$ cat config.mk
export PLATFORM = sky130hd
export DESIGN_NAME = regfile_mp_sb
export DESIGN_NICKNAME = d
export VERILOG_FILES = /design/src/rtl/rf_pkg.sv /design/src/rtl/rf_scoreboard.sv /design/src/rtl/regfile_mp_sb.sv
export SDC_FILE = /design/constraint.sdc
export NUM_CORES = 2
export LEC_CHECK = 0
export CAP_MARGIN = 20
export CORE_ASPECT_RATIO = 2
export CORE_UTILIZATION = 60
export CTS_CLUSTER_SIZE = 10
export DETAILED_ROUTE_END_ITERATION = 10
export GPL_ROUTABILITY_DRIVEN = 0
export PLACE_DENSITY = 0.77
export REMOVE_ABC_BUFFERS = 1
export SETUP_SLACK_MARGIN = 0.5
export SYNTH_ARGS = -nofsm -noshare
export SYNTH_HDL_FRONTEND = slang
export SYNTH_SLANG_ARGS = --single-unit
$ cat constraint.sdc
create_clock -name clk -period 6.1 [get_ports clk]
set_input_delay 0.61 -clock clk [delete_from_list [all_inputs] [get_ports clk]]
set_output_delay 0.61 -clock clk [all_outputs]
set_load 0.02 [all_outputs]
$ cat src/rtl/rf_pkg.sv
// Shared types and constants for the multi-port register file with scoreboard.
package rf_pkg;

    localparam int unsigned NREGS_DEFAULT = 32;
    localparam int unsigned XLEN_DEFAULT  = 32;
    localparam int unsigned AW_DEFAULT    = $clog2(NREGS_DEFAULT);
    localparam int unsigned ZERO_ADDR     = 0;

    typedef logic [AW_DEFAULT-1:0]   reg_addr_t;
    typedef logic [XLEN_DEFAULT-1:0] xlen_t;

endpackage

$ cat src/rtl/rf_scoreboard.sv
// Busy-bit scoreboard: reserve sets, writeback clears, flush clears all.
// busy_count tracks the popcount of the busy vector incrementally.
module rf_scoreboard
    import rf_pkg::*;
#(
    parameter int unsigned NREGS    = NREGS_DEFAULT,
    parameter int unsigned AW       = $clog2(NREGS),
    parameter int unsigned NWR      = 1,
    parameter int unsigned ZERO_REG = 1
) (
    input  logic                   clk,
    input  logic                   rst_n,
    input  logic [NWR-1:0]         wr_en,
    input  logic [NWR-1:0][AW-1:0] wr_addr,
    input  logic                   rsv_en,
    input  logic [AW-1:0]          rsv_addr,
    input  logic                   flush,
    output logic [NREGS-1:0]       busy,
    output logic [AW:0]            busy_count
);

    logic [NREGS-1:0] set_mask;
    logic [NREGS-1:0] clr_mask;
    logic [NREGS-1:0] newly_set;
    logic [NREGS-1:0] newly_clr;
    logic [NREGS-1:0] busy_next;
    logic [AW:0]      n_set;
    logic [AW:0]      n_clr;
    logic [AW:0]      count_next;

    // Next-state busy vector and count delta; set beats clear, flush beats both
    always_comb begin
        set_mask = '0;
        clr_mask = '0;
        if (rsv_en) begin
            set_mask[rsv_addr] = 1'b1;
        end
        for (int unsigned j = 0; j < NWR; j++) begin
            if (wr_en[j]) begin
                clr_mask[wr_addr[j]] = 1'b1;
            end
        end
        if (ZERO_REG != 0) begin
            set_mask[ZERO_ADDR] = 1'b0;
            clr_mask[ZERO_ADDR] = 1'b0;
        end
        newly_set = set_mask & ~busy;
        // Duplicate write addresses collapse in the mask, so a bit is counted once
        newly_clr = clr_mask & ~set_mask & busy;
        n_set     = (AW+1)'(|newly_set);
        n_clr     = '0;
        for (int unsigned k = 0; k < NREGS; k++) begin
            n_clr = n_clr + (AW+1)'(newly_clr[k]);
        end
        if (flush) begin
            busy_next  = '0;
            count_next = '0;
        end else begin
            busy_next  = (busy & ~clr_mask) | set_mask;
            count_next = busy_count + n_set - n_clr;
        end
    end

    // Busy bits and their registered population count
    always_ff @(posedge clk or negedge rst_n) begin
        if (!rst_n) begin
            busy       <= '0;
            busy_count <= '0;
        end else begin
            busy       <= busy_next;
            busy_count <= count_next;
        end
    end

endmodule

$ cat src/rtl/regfile_mp_sb.sv
// Multi-port integer register file with same-cycle write bypass and a
// busy-bit scoreboard for destination tracking in the pipelined core.
module regfile_mp_sb
    import rf_pkg::*;
#(
    parameter int unsigned XLEN     = XLEN_DEFAULT,
    parameter int unsigned NREGS    = NREGS_DEFAULT,
    parameter int unsigned NRD      = 2,
    parameter int unsigned NWR      = 1,
    parameter int unsigned ZERO_REG = 1,
    parameter int unsigned BYPASS   = 1,
    parameter int unsigned AW       = $clog2(NREGS)
) (
    input  logic                     clk,
    input  logic                     rst_n,
    input  logic [NRD-1:0][AW-1:0]   rd_addr,
    output logic [NRD-1:0][XLEN-1:0] rd_data,
    output logic [NRD-1:0]           rd_busy,
    input  logic [NWR-1:0]           wr_en,
    input  logic [NWR-1:0][AW-1:0]   wr_addr,
    input  logic [NWR-1:0][XLEN-1:0] wr_data,
    input  logic                     rsv_en,
    input  logic [AW-1:0]            rsv_addr,
    input  logic                     flush,
    output logic [AW:0]              busy_count
);

    if (NREGS < 2 || NREGS != (1 << AW)) begin : g_bad_nregs
        $error("regfile_mp_sb: NREGS must be a power of 2 >= 2 matching AW");
    end
    if (NRD < 1 || NRD > 4) begin : g_bad_nrd
        $error("regfile_mp_sb: NRD must be 1..4");
    end
    if (NWR < 1 || NWR > 2) begin : g_bad_nwr
        $error("regfile_mp_sb: NWR must be 1..2");
    end
    if (ZERO_REG > 1 || BYPASS > 1) begin : g_bad_flags
        $error("regfile_mp_sb: ZERO_REG and BYPASS must be 0 or 1");
    end

    logic [XLEN-1:0] mem [NREGS];
    logic [NWR-1:0]  wr_keep;
    logic [NREGS-1:0] busy;

    // Enabled writes that actually land (writes to x0 dropped when hardwired)
    always_comb begin
        wr_keep = '0;
        for (int unsigned j = 0; j < NWR; j++) begin
            wr_keep[j] = wr_en[j] &&
                         !((ZERO_REG != 0) && (wr_addr[j] == AW'(ZERO_ADDR)));
        end
    end

    // Storage; ascending port loop lets the highest-numbered port win
    always_ff @(posedge clk or negedge rst_n) begin
        if (!rst_n) begin
            for (int unsigned k = 0; k < NREGS; k++) begin
                mem[k] <= '0;
            end
        end else begin
            for (int unsigned j = 0; j < NWR; j++) begin
                if (wr_keep[j]) begin
                    mem[wr_addr[j]] <= wr_data[j];
                end
            end
        end
    end

    // Read ports: stored value, optionally overridden by this cycle's write
    always_comb begin
        rd_data = '0;
        rd_busy = '0;
        for (int unsigned i = 0; i < NRD; i++) begin
            rd_data[i] = mem[rd_addr[i]];
            rd_busy[i] = busy[rd_addr[i]];
            if (BYPASS != 0) begin
                for (int unsigned j = 0; j < NWR; j++) begin
                    if (wr_keep[j] && (wr_addr[j] == rd_addr[i])) begin
                        rd_data[i] = wr_data[j];
                        rd_busy[i] = 1'b0;
                    end
                end
            end
            // Reset gating keeps the bypass path from leaking write data during reset
            if (((ZERO_REG != 0) && (rd_addr[i] == AW'(ZERO_ADDR))) || !rst_n) begin
                rd_data[i] = '0;
                rd_busy[i] = 1'b0;
            end
        end
    end

    rf_scoreboard #(
        .NREGS    (NREGS),
        .AW       (AW),
        .NWR      (NWR),
        .ZERO_REG (ZERO_REG)
    ) u_sb (
        .clk        (clk),
        .rst_n      (rst_n),
        .wr_en      (wr_keep),
        .wr_addr    (wr_addr),
        .rsv_en     (rsv_en),
        .rsv_addr   (rsv_addr),
        .flush      (flush),
        .busy       (busy),
        .busy_count (busy_count)
    );

endmodule

### Word-level counts from Yosys, hierarchy flattened

Index checks and enable logic that the tools add are counted.

| storage, ports and cells | value |
|---|---|
| flip-flop bits (word level) | 1062 |
| output and inout bits | 72 |
| input port bits | 57 |
| word-level logic and storage cells | 133 |

| cells by class | value |
|---|---|
| mux-type cells | 29 |
| equal/unequal tests | 2 |
| bitwise operators | 11 |
| magnitude comparators | 10 |
| add/subtract/negate cells | 33 |
| reductions and logical operators | 14 |

Operators with widths:

| kind | count |
|---|---|
| bitwise mux 1024 bit | 1 |
| 2-to-1 mux 32 bit | 12 |
| binary-select mux 32 bit (select 5 bit) | 2 |
| adder 6 x 1 -> 6 bit | 31 |
| demux 32 bit (select 5 bit) | 1 |
| bitwise AND 32 bit | 4 |
| inverter 32 bit | 3 |
| bitwise OR 32 bit | 1 |
| OR reduction 32 bit | 1 |
| < comparator 5 x 6 -> 1 bit, second input constant | 4 |
| >= comparator 6 bit, second input constant | 3 |
| inverter 5 -> 6 bit | 3 |
| zero test 5 bit | 3 |
| binary-select mux 1 bit (select 5 bit) | 2 |
| demux 1 bit (select 5 bit) | 2 |
| equality test 5 bit | 2 |
| >= comparator 5 x 1 -> 1 bit, second input constant | 2 |
| 2-to-1 mux 1 bit | 8 |
| logical AND 1 bit | 6 |
| < comparator 6 x 1 -> 1 bit, second input constant | 1 |
| 2-to-1 mux 6 bit | 1 |
| subtractor 6 bit | 1 |
| adder 1 x 1 -> 2 bit | 1 |
| zero test 1 bit | 2 |
| logical OR 1 bit | 2 |

### Logic depth before layout (Yosys ltp)

| depth | value |
|---|---|
| word-level depth | 41 |
| mapped depth | 29 |
| depth with buffers taken out | 26 |

### By module

A second synthesis with hierarchy kept.

| second synthesis, totals | value |
|---|---|
| cells, all modules | 4414 |
| area, all modules | 59495.8 µm² |

Modules (own cells, without submodules):

| module | sequential area each (µm²) | cells an instance | area an instance (µm²) | times used |
|---|---|---|---|---|
| regfile_mp_sb | 25624.6 | 4004 | 55861.1 | 1 |
| rf_scoreboard | 925.9 | 410 | 3634.7 | 1 |

### Worst setup path before layout

OpenSTA, ideal clock, no wires.

| timing path | value |
|---|---|
| path type | input to register |
| start | in wr_addr[4] (netlist name) |
| end | reg u_sb.busy_count[5] |
| setup time | 0.132 ns |
| stages | 26 |
| data arrival time | 6.434 ns |
| setup slack | -0.466 ns |
| cell sequence | buf_2 > nor3_2 > a21bo_2 > or4_1 > buf_2 > buf_2 > a311oi_1 > fa_1 > inv_1 > ha_1 > ha_1 > inv_1 > fa_1 > fa_1 > inv_1 > fa_1 > fa_1 > inv_1 > fa_1 > inv_1 > ha_1 > inv_1 > fa_1 > xnor2_1 > xnor2_1 > nor2_1 |

| between the ends | value |
|---|---|
| cells in the longest elaborated chain, start to end | 40 |

RTL lines:

| element | line | RTL |
|---|---|---|
| from (decl) | regfile_mp_sb.sv:20 | `input logic [NWR-1:0][AW-1:0] wr_addr,` |
| < comparator 5 x 6 -> 1 bit (implied by the code) or >= comparator 5 x 1 -> 1 bit (tied branches) | rf_scoreboard.sv:40 | `clr_mask[wr_addr[j]] = 1'b1;` |
| logical AND 1 bit (implied by the code) | rf_scoreboard.sv:40 |  |
| 2-to-1 mux 1 bit (implied by the code) | rf_scoreboard.sv:40 |  |
| demux 1 bit (select 5 bit) | - |  |
| 2-to-1 mux 32 bit (*) | rf_scoreboard.sv:39 | `if (wr_en[j]) begin` |
| bitwise AND 32 bit (*) (2 in series) | rf_scoreboard.sv:49 | `newly_clr = clr_mask & ~set_mask & busy;` |
| adder 1 x 1 -> 2 bit | rf_scoreboard.sv:53 | `n_clr = n_clr + (AW+1)'(newly_clr[k]);` |
| adder 6 x 1 -> 6 bit (29 in series) | rf_scoreboard.sv:53 |  |
| adder 6 x 1 -> 6 bit (*) | rf_scoreboard.sv:53 |  |
| subtractor 6 bit (*) | rf_scoreboard.sv:60 | `count_next = busy_count + n_set - n_clr;` |
| 2-to-1 mux 6 bit (*) | rf_scoreboard.sv:55 | `if (flush) begin` |
| net u_sb.count_next[5] | rf_scoreboard.sv:29 | `logic [AW:0] count_next;` |
| to (signal assigned) | rf_scoreboard.sv:71 | `busy_count <= count_next;` |
| to (decl) | rf_scoreboard.sv:19 | `output logic [AW:0] busy_count` |

The timed path passes the listed nets; every way through them passes the cells marked *.
A chain may end at the register's enable or synchronous reset.

### Final worst setup path

| timing path | value |
|---|---|
| start | in wr_en |
| end | reg u_sb.busy_count[5] |

| between the ends | value |
|---|---|
| cells in the longest elaborated chain, start to end | 37 |

RTL lines:

| element | line | RTL |
|---|---|---|
| from (decl) | regfile_mp_sb.sv:19 | `input logic [NWR-1:0] wr_en,` |
| logical AND 1 bit (*) | regfile_mp_sb.sv:49 | `wr_keep[j] = wr_en[j] &&` |
| 2-to-1 mux 32 bit (*) | rf_scoreboard.sv:39 |  |
| bitwise AND 32 bit (*) (2 in series) | rf_scoreboard.sv:49 |  |
| adder 1 x 1 -> 2 bit | rf_scoreboard.sv:53 |  |
| adder 6 x 1 -> 6 bit (29 in series) | rf_scoreboard.sv:53 |  |
| adder 6 x 1 -> 6 bit (*) | rf_scoreboard.sv:53 |  |
| subtractor 6 bit (*) | rf_scoreboard.sv:60 |  |
| 2-to-1 mux 6 bit (*) | rf_scoreboard.sv:55 |  |
| net u_sb.count_next[5] | rf_scoreboard.sv:29 |  |

Marks and branches as above.

==> impl_metrics.py <==
metrics = {
    "status": {
        "outcome": "complete, no violations",
    },
    "logic_synthesis": {
        "synth-seq-area-share_pct": 45.1,
        "postSynthRegisterBits": 1061,
        "synthesized_area_divided_by_synthesized_cell_count_um2": 14.4,
        "syn_std_cell_area_um2": 58900,
        "post_synth_num_cell_types": 62,
        "synth_top_cell_area_share_pct": 45.1,
        "ys.warnings.count": 0,
        "synth-main-ff-cell": "sky130_fd_sc_hd__dfrtp_1",
        "synth_instances": 4092,
        "edff_count_synth": 0,
        "netlist.top_cell.by_area": "sky130_fd_sc_hd__dfrtp_1",
        "ys_async_rst_share_pct": 100,
        "synthTopCellsByArea": "sky130_fd_sc_hd__dfrtp_1 (45%), sky130_fd_sc_hd__mux2_2 (20%), sky130_fd_sc_hd__mux4_2 (18%)",
    },
    "routing": {
        "routed_wirelength_um": 185000,
        "drc": 0,
        "drt_first_iter_violations": 3906,
        "route.detailed.vias_per_inst": 7.39,
        "final_antenna_net_count": 0,
        "detailed_route_via_count": 39500,
        "detail_route.wl_per_cell_um": 34.6,
        "drt_pass1_iterations": 6,
    },
    "critical_path": {
        "worstSetupStartpoint": "wr_en",
        "endpoint_kind": "register",
        "regToRegStartpoint": "u_sb.busy[5]$_DFF_PN0_",
        "crit_required_ns": 6.70,
        "timing.critical_path.from_type": "primary input",
        "timing.critical_path.arrival_ns": 6.59,
        "criticalPathCategory": "in -> reg",
        "timing.critical_path.fanout_max": 5,
    },
    "placed_design": {
        "dp_worst_setup_slack_ns": -1.08,
        "dpl_cell_area_um2": 61800,
        "dp_hpwl_um": 104000,
        "port-buffer-count": 128,
    },
    "global_route": {
        "first_global_vias": 42700,
        "grt_max_degree": 194,
        "global_route.overflow_total": 0,
        "global_route_wire_length_before_repair_um": 278000,
        "antenna_found_initial": 17,
        "globalRouteTotalUtil_pct": 38.6,
    },
    "sta": {
        "final-max-slew-violation-count": 0,
        "tightest_slew_ns": 1.18,
        "setup_viol": 0,
        "holdWs_ns": 0.393,
        "post-route-worst-setup-slack_ns": 0.109,
        "grt_setup_unrepaired": "true",
        "clock_skew_ns": 0.0108,
        "post_route_setup_tns_ns": 0,
        "fmaxAchievable_mhz": 167,
        "final.min_clock_period_ns": 5.99,
        "max_slew_margin_pct": 21.3,
        "final_min_period_over_clock_period_pct": 98.2,
        "timing_hold_violations_final": 0,
    },
    "power": {
        "power.density_cell_area_nw_per_um2": 310,
        "ir_worst_vdd_mv": 0.238,
        "leakagePower_nw": 28.3,
    },
    "clock_network": {
        "clock_insertion_delay_at_the_later_pin_of_the_skew_report_ns": 0.73,
        "clockBufferDepth": 3,
        "sinks_on_the_clock_net": 1061,
        "tritoncts": "yes",
        "cts.clk_slew.worst_paths_ns": 0.06,
        "cts-buffers-inserted": 116,
        "htree_levels": 3,
        "clock_tree_root": "sky130_fd_sc_hd__clkbuf_16",
    },
    "layout": {
        "stdcell_area_um2": 65100,
        "areaGrowthSynthToFinish_pct": 10.7,
        "postLayoutCoreUtil_pct": 67.0,
        "post_route_cells_drive_above_1_share_pct": 47.8,
        "finish.net_count": 4218,
    },
    "floorplan": {
        "die_height_um": 445,
        "core-area_um2": 97300,
        "chipWidth_um": 223,
        "design.portCount": 129,
        "rows": 162,
        "initial_utilization_pct": 60.5,
        "floorplan.die_area_um2": 99400,
    },
    "run": {
        "max_cap_violations": 0,
    },
    "worst_hold_path": {
        "min_path_type": "reg -> reg",
        "worstHoldStart": "mem[999]$_DFFE_PN0P_",
    },
}
-- through the flow --
stage | cells | total power [mW]
3_5_place_dp | 5206 | 14.0
2_1_floorplan | 3638 | 12.2
5_1_grt | 5346 | 21.0
6_report | 5348 | 20.2
3_3_place_gp | 5205 | 13.8
4_1_cts | 5344 | 20.1
-- worst paths after layout --
check                                          endpoint  slack, ns  cells past startpoint
hold / removal                     mem[999]$_DFFE_PN0P_       0.39                      0
setup reg to reg           u_sb.busy_count[5]$_DFF_PN0_       0.12                     23
hold reg to reg                    mem[999]$_DFFE_PN0P_       0.39                      0
max in group asynchronous          mem[930]$_DFFE_PN0P_       2.58                      5
setup / recovery           u_sb.busy_count[5]$_DFF_PN0_       0.11                     24
min in group asynchronous         mem[1023]$_DFFE_PN0P_       0.40                      2
-- layer usage --
| metal | vias up | part of all wire, % | track usage, % |
|---|---|---|---|
| met5 | - | 0.14 | 0 |
| met4 | 32 | 7.9 | 25.6 |
| met1 | 20900 | 34 | 46.1 |
| met2 | 2214 | 48 | 61.1 |
| met3 | 802 | 10 | 10.9 |
| li1 | 15600 | - | - |
-- cell families (layout without fill, tap and decap cells) --
family	after synthesis	in the layout	synth area share [%]
other cells	0	3	0
fa+ha+maj	54	54	1.52
xor+xnor	13	13	0.193
flops	1061	1061	45.1
mux	1739	1739	42.0
compound gates	348	348	4.52
simple gates	361	361	2.83
buf+inv	516	539	3.86
-- placed cells by master (no fill, tap or decap), types with 22 or more instances in the layout --
cell type / count
sky130_fd_sc_hd__a21oi_1: 48
sky130_fd_sc_hd__a221oi_1: 60
sky130_fd_sc_hd__a22oi_1: 31
sky130_fd_sc_hd__a32o_1: 31
sky130_fd_sc_hd__a32oi_1: 30
sky130_fd_sc_hd__buf_12: 23
sky130_fd_sc_hd__buf_4: 194
sky130_fd_sc_hd__clkbuf_16: 117
sky130_fd_sc_hd__clkdlybuf4s50_1: 106
sky130_fd_sc_hd__dfrtp_1: 1056
sky130_fd_sc_hd__inv_1: 55
sky130_fd_sc_hd__mux2_2: 1039
sky130_fd_sc_hd__mux2i_1: 220
sky130_fd_sc_hd__mux4_2: 480
sky130_fd_sc_hd__nand2_1: 146
sky130_fd_sc_hd__nor2_1: 71
sky130_fd_sc_hd__o211ai_1: 30
sky130_fd_sc_hd__o22ai_1: 30
sky130_fd_sc_hd__o31ai_1: 22
-- worst max-delay path, cell delays in order --
cell	delay, ns
sky130_fd_sc_hd__clkdlybuf4s50_1	0.48
sky130_fd_sc_hd__buf_4	0.14
sky130_fd_sc_hd__nand2_1	0.08
sky130_fd_sc_hd__nor2_2	0.13
sky130_fd_sc_hd__buf_4	0.12
sky130_fd_sc_hd__nand4_1	0.41
sky130_fd_sc_hd__fa_1	0.61
sky130_fd_sc_hd__ha_2	0.20
sky130_fd_sc_hd__fa_2	0.72
sky130_fd_sc_hd__ha_4	0.18
sky130_fd_sc_hd__inv_2	0.03
sky130_fd_sc_hd__fa_1	0.48
sky130_fd_sc_hd__inv_2	0.04
sky130_fd_sc_hd__fa_2	0.33
sky130_fd_sc_hd__fa_1	0.51
sky130_fd_sc_hd__inv_2	0.04
sky130_fd_sc_hd__fa_1	0.46
sky130_fd_sc_hd__inv_1	0.08
sky130_fd_sc_hd__ha_2	0.17
sky130_fd_sc_hd__inv_2	0.04
sky130_fd_sc_hd__fa_2	0.35
sky130_fd_sc_hd__xnor2_2	0.15
sky130_fd_sc_hd__xnor2_1	0.15
sky130_fd_sc_hd__nor2_1	0.05
-- sequential cells by signal, summed over array words and instances, names as in the netlist --
signal / flops
u_sb.busy: 31
u_sb.busy_count: 6
mem: 1024
-- synth_stat cells, types with 3 or more instances --
library cell,number
sky130_fd_sc_hd__or2_2,3
sky130_fd_sc_hd__a221oi_1,60
sky130_fd_sc_hd__nor4bb_1,3
sky130_fd_sc_hd__dfrtp_1,1061
sky130_fd_sc_hd__ha_1,25
sky130_fd_sc_hd__nand3_1,17
sky130_fd_sc_hd__nor3b_1,4
sky130_fd_sc_hd__nor2_1,88
sky130_fd_sc_hd__o21ai_0,20
sky130_fd_sc_hd__inv_1,61
sky130_fd_sc_hd__mux2_2,1039
sky130_fd_sc_hd__nand2b_1,7
sky130_fd_sc_hd__a22oi_1,31
sky130_fd_sc_hd__a32oi_1,30
sky130_fd_sc_hd__buf_6,8
sky130_fd_sc_hd__and3_1,20
sky130_fd_sc_hd__o211ai_1,30
sky130_fd_sc_hd__buf_4,34
sky130_fd_sc_hd__clkbuf_1,230
sky130_fd_sc_hd__nor3_1,3
sky130_fd_sc_hd__o2bb2ai_1,3
sky130_fd_sc_hd__buf_2,117
sky130_fd_sc_hd__o31ai_1,22
sky130_fd_sc_hd__a221o_1,11
sky130_fd_sc_hd__mux4_2,480
sky130_fd_sc_hd__and4_1,4
sky130_fd_sc_hd__a211oi_1,10
sky130_fd_sc_hd__nand3b_1,5
sky130_fd_sc_hd__buf_1,65
sky130_fd_sc_hd__o22ai_1,30
sky130_fd_sc_hd__a32o_1,31
sky130_fd_sc_hd__or4_1,4
sky130_fd_sc_hd__mux2i_1,220
sky130_fd_sc_hd__a21oi_1,48
sky130_fd_sc_hd__nand4_1,5
sky130_fd_sc_hd__nand2_1,164
sky130_fd_sc_hd__fa_1,29
sky130_fd_sc_hd__nor2b_1,22
sky130_fd_sc_hd__o221ai_1,8
sky130_fd_sc_hd__xnor2_1,13
-- power breakdown --
| group | switching, mW | internal, mW |
|---|---|---|
| logic | 2.07 | 2.74 |
| clock network | 2.75 | 3.37 |
| registers | 0.940 | 8.35 |
-- what timing repair did --
action                                  CTS  global route
buffers inserted                         11             0
pin swaps                                30             6
hold buffers                              1             0
resized for setup                        69            10
endpoints found under the setup margin    4             4
hold endpoints to repair                 53             0
-- layout make-up --
class                   instances  area, µm²
flip-flops and latches       1061      26600
inverters                      62        235
fillers                      6752      32100
diodes                          3       7.51
clock inverters                 6       66.3
well taps                    1230       1540
multi-input cells            2515      30500
clock buffers                 120       2950
repair buffers                351       3310
Power figures use the tool's default switching activity.
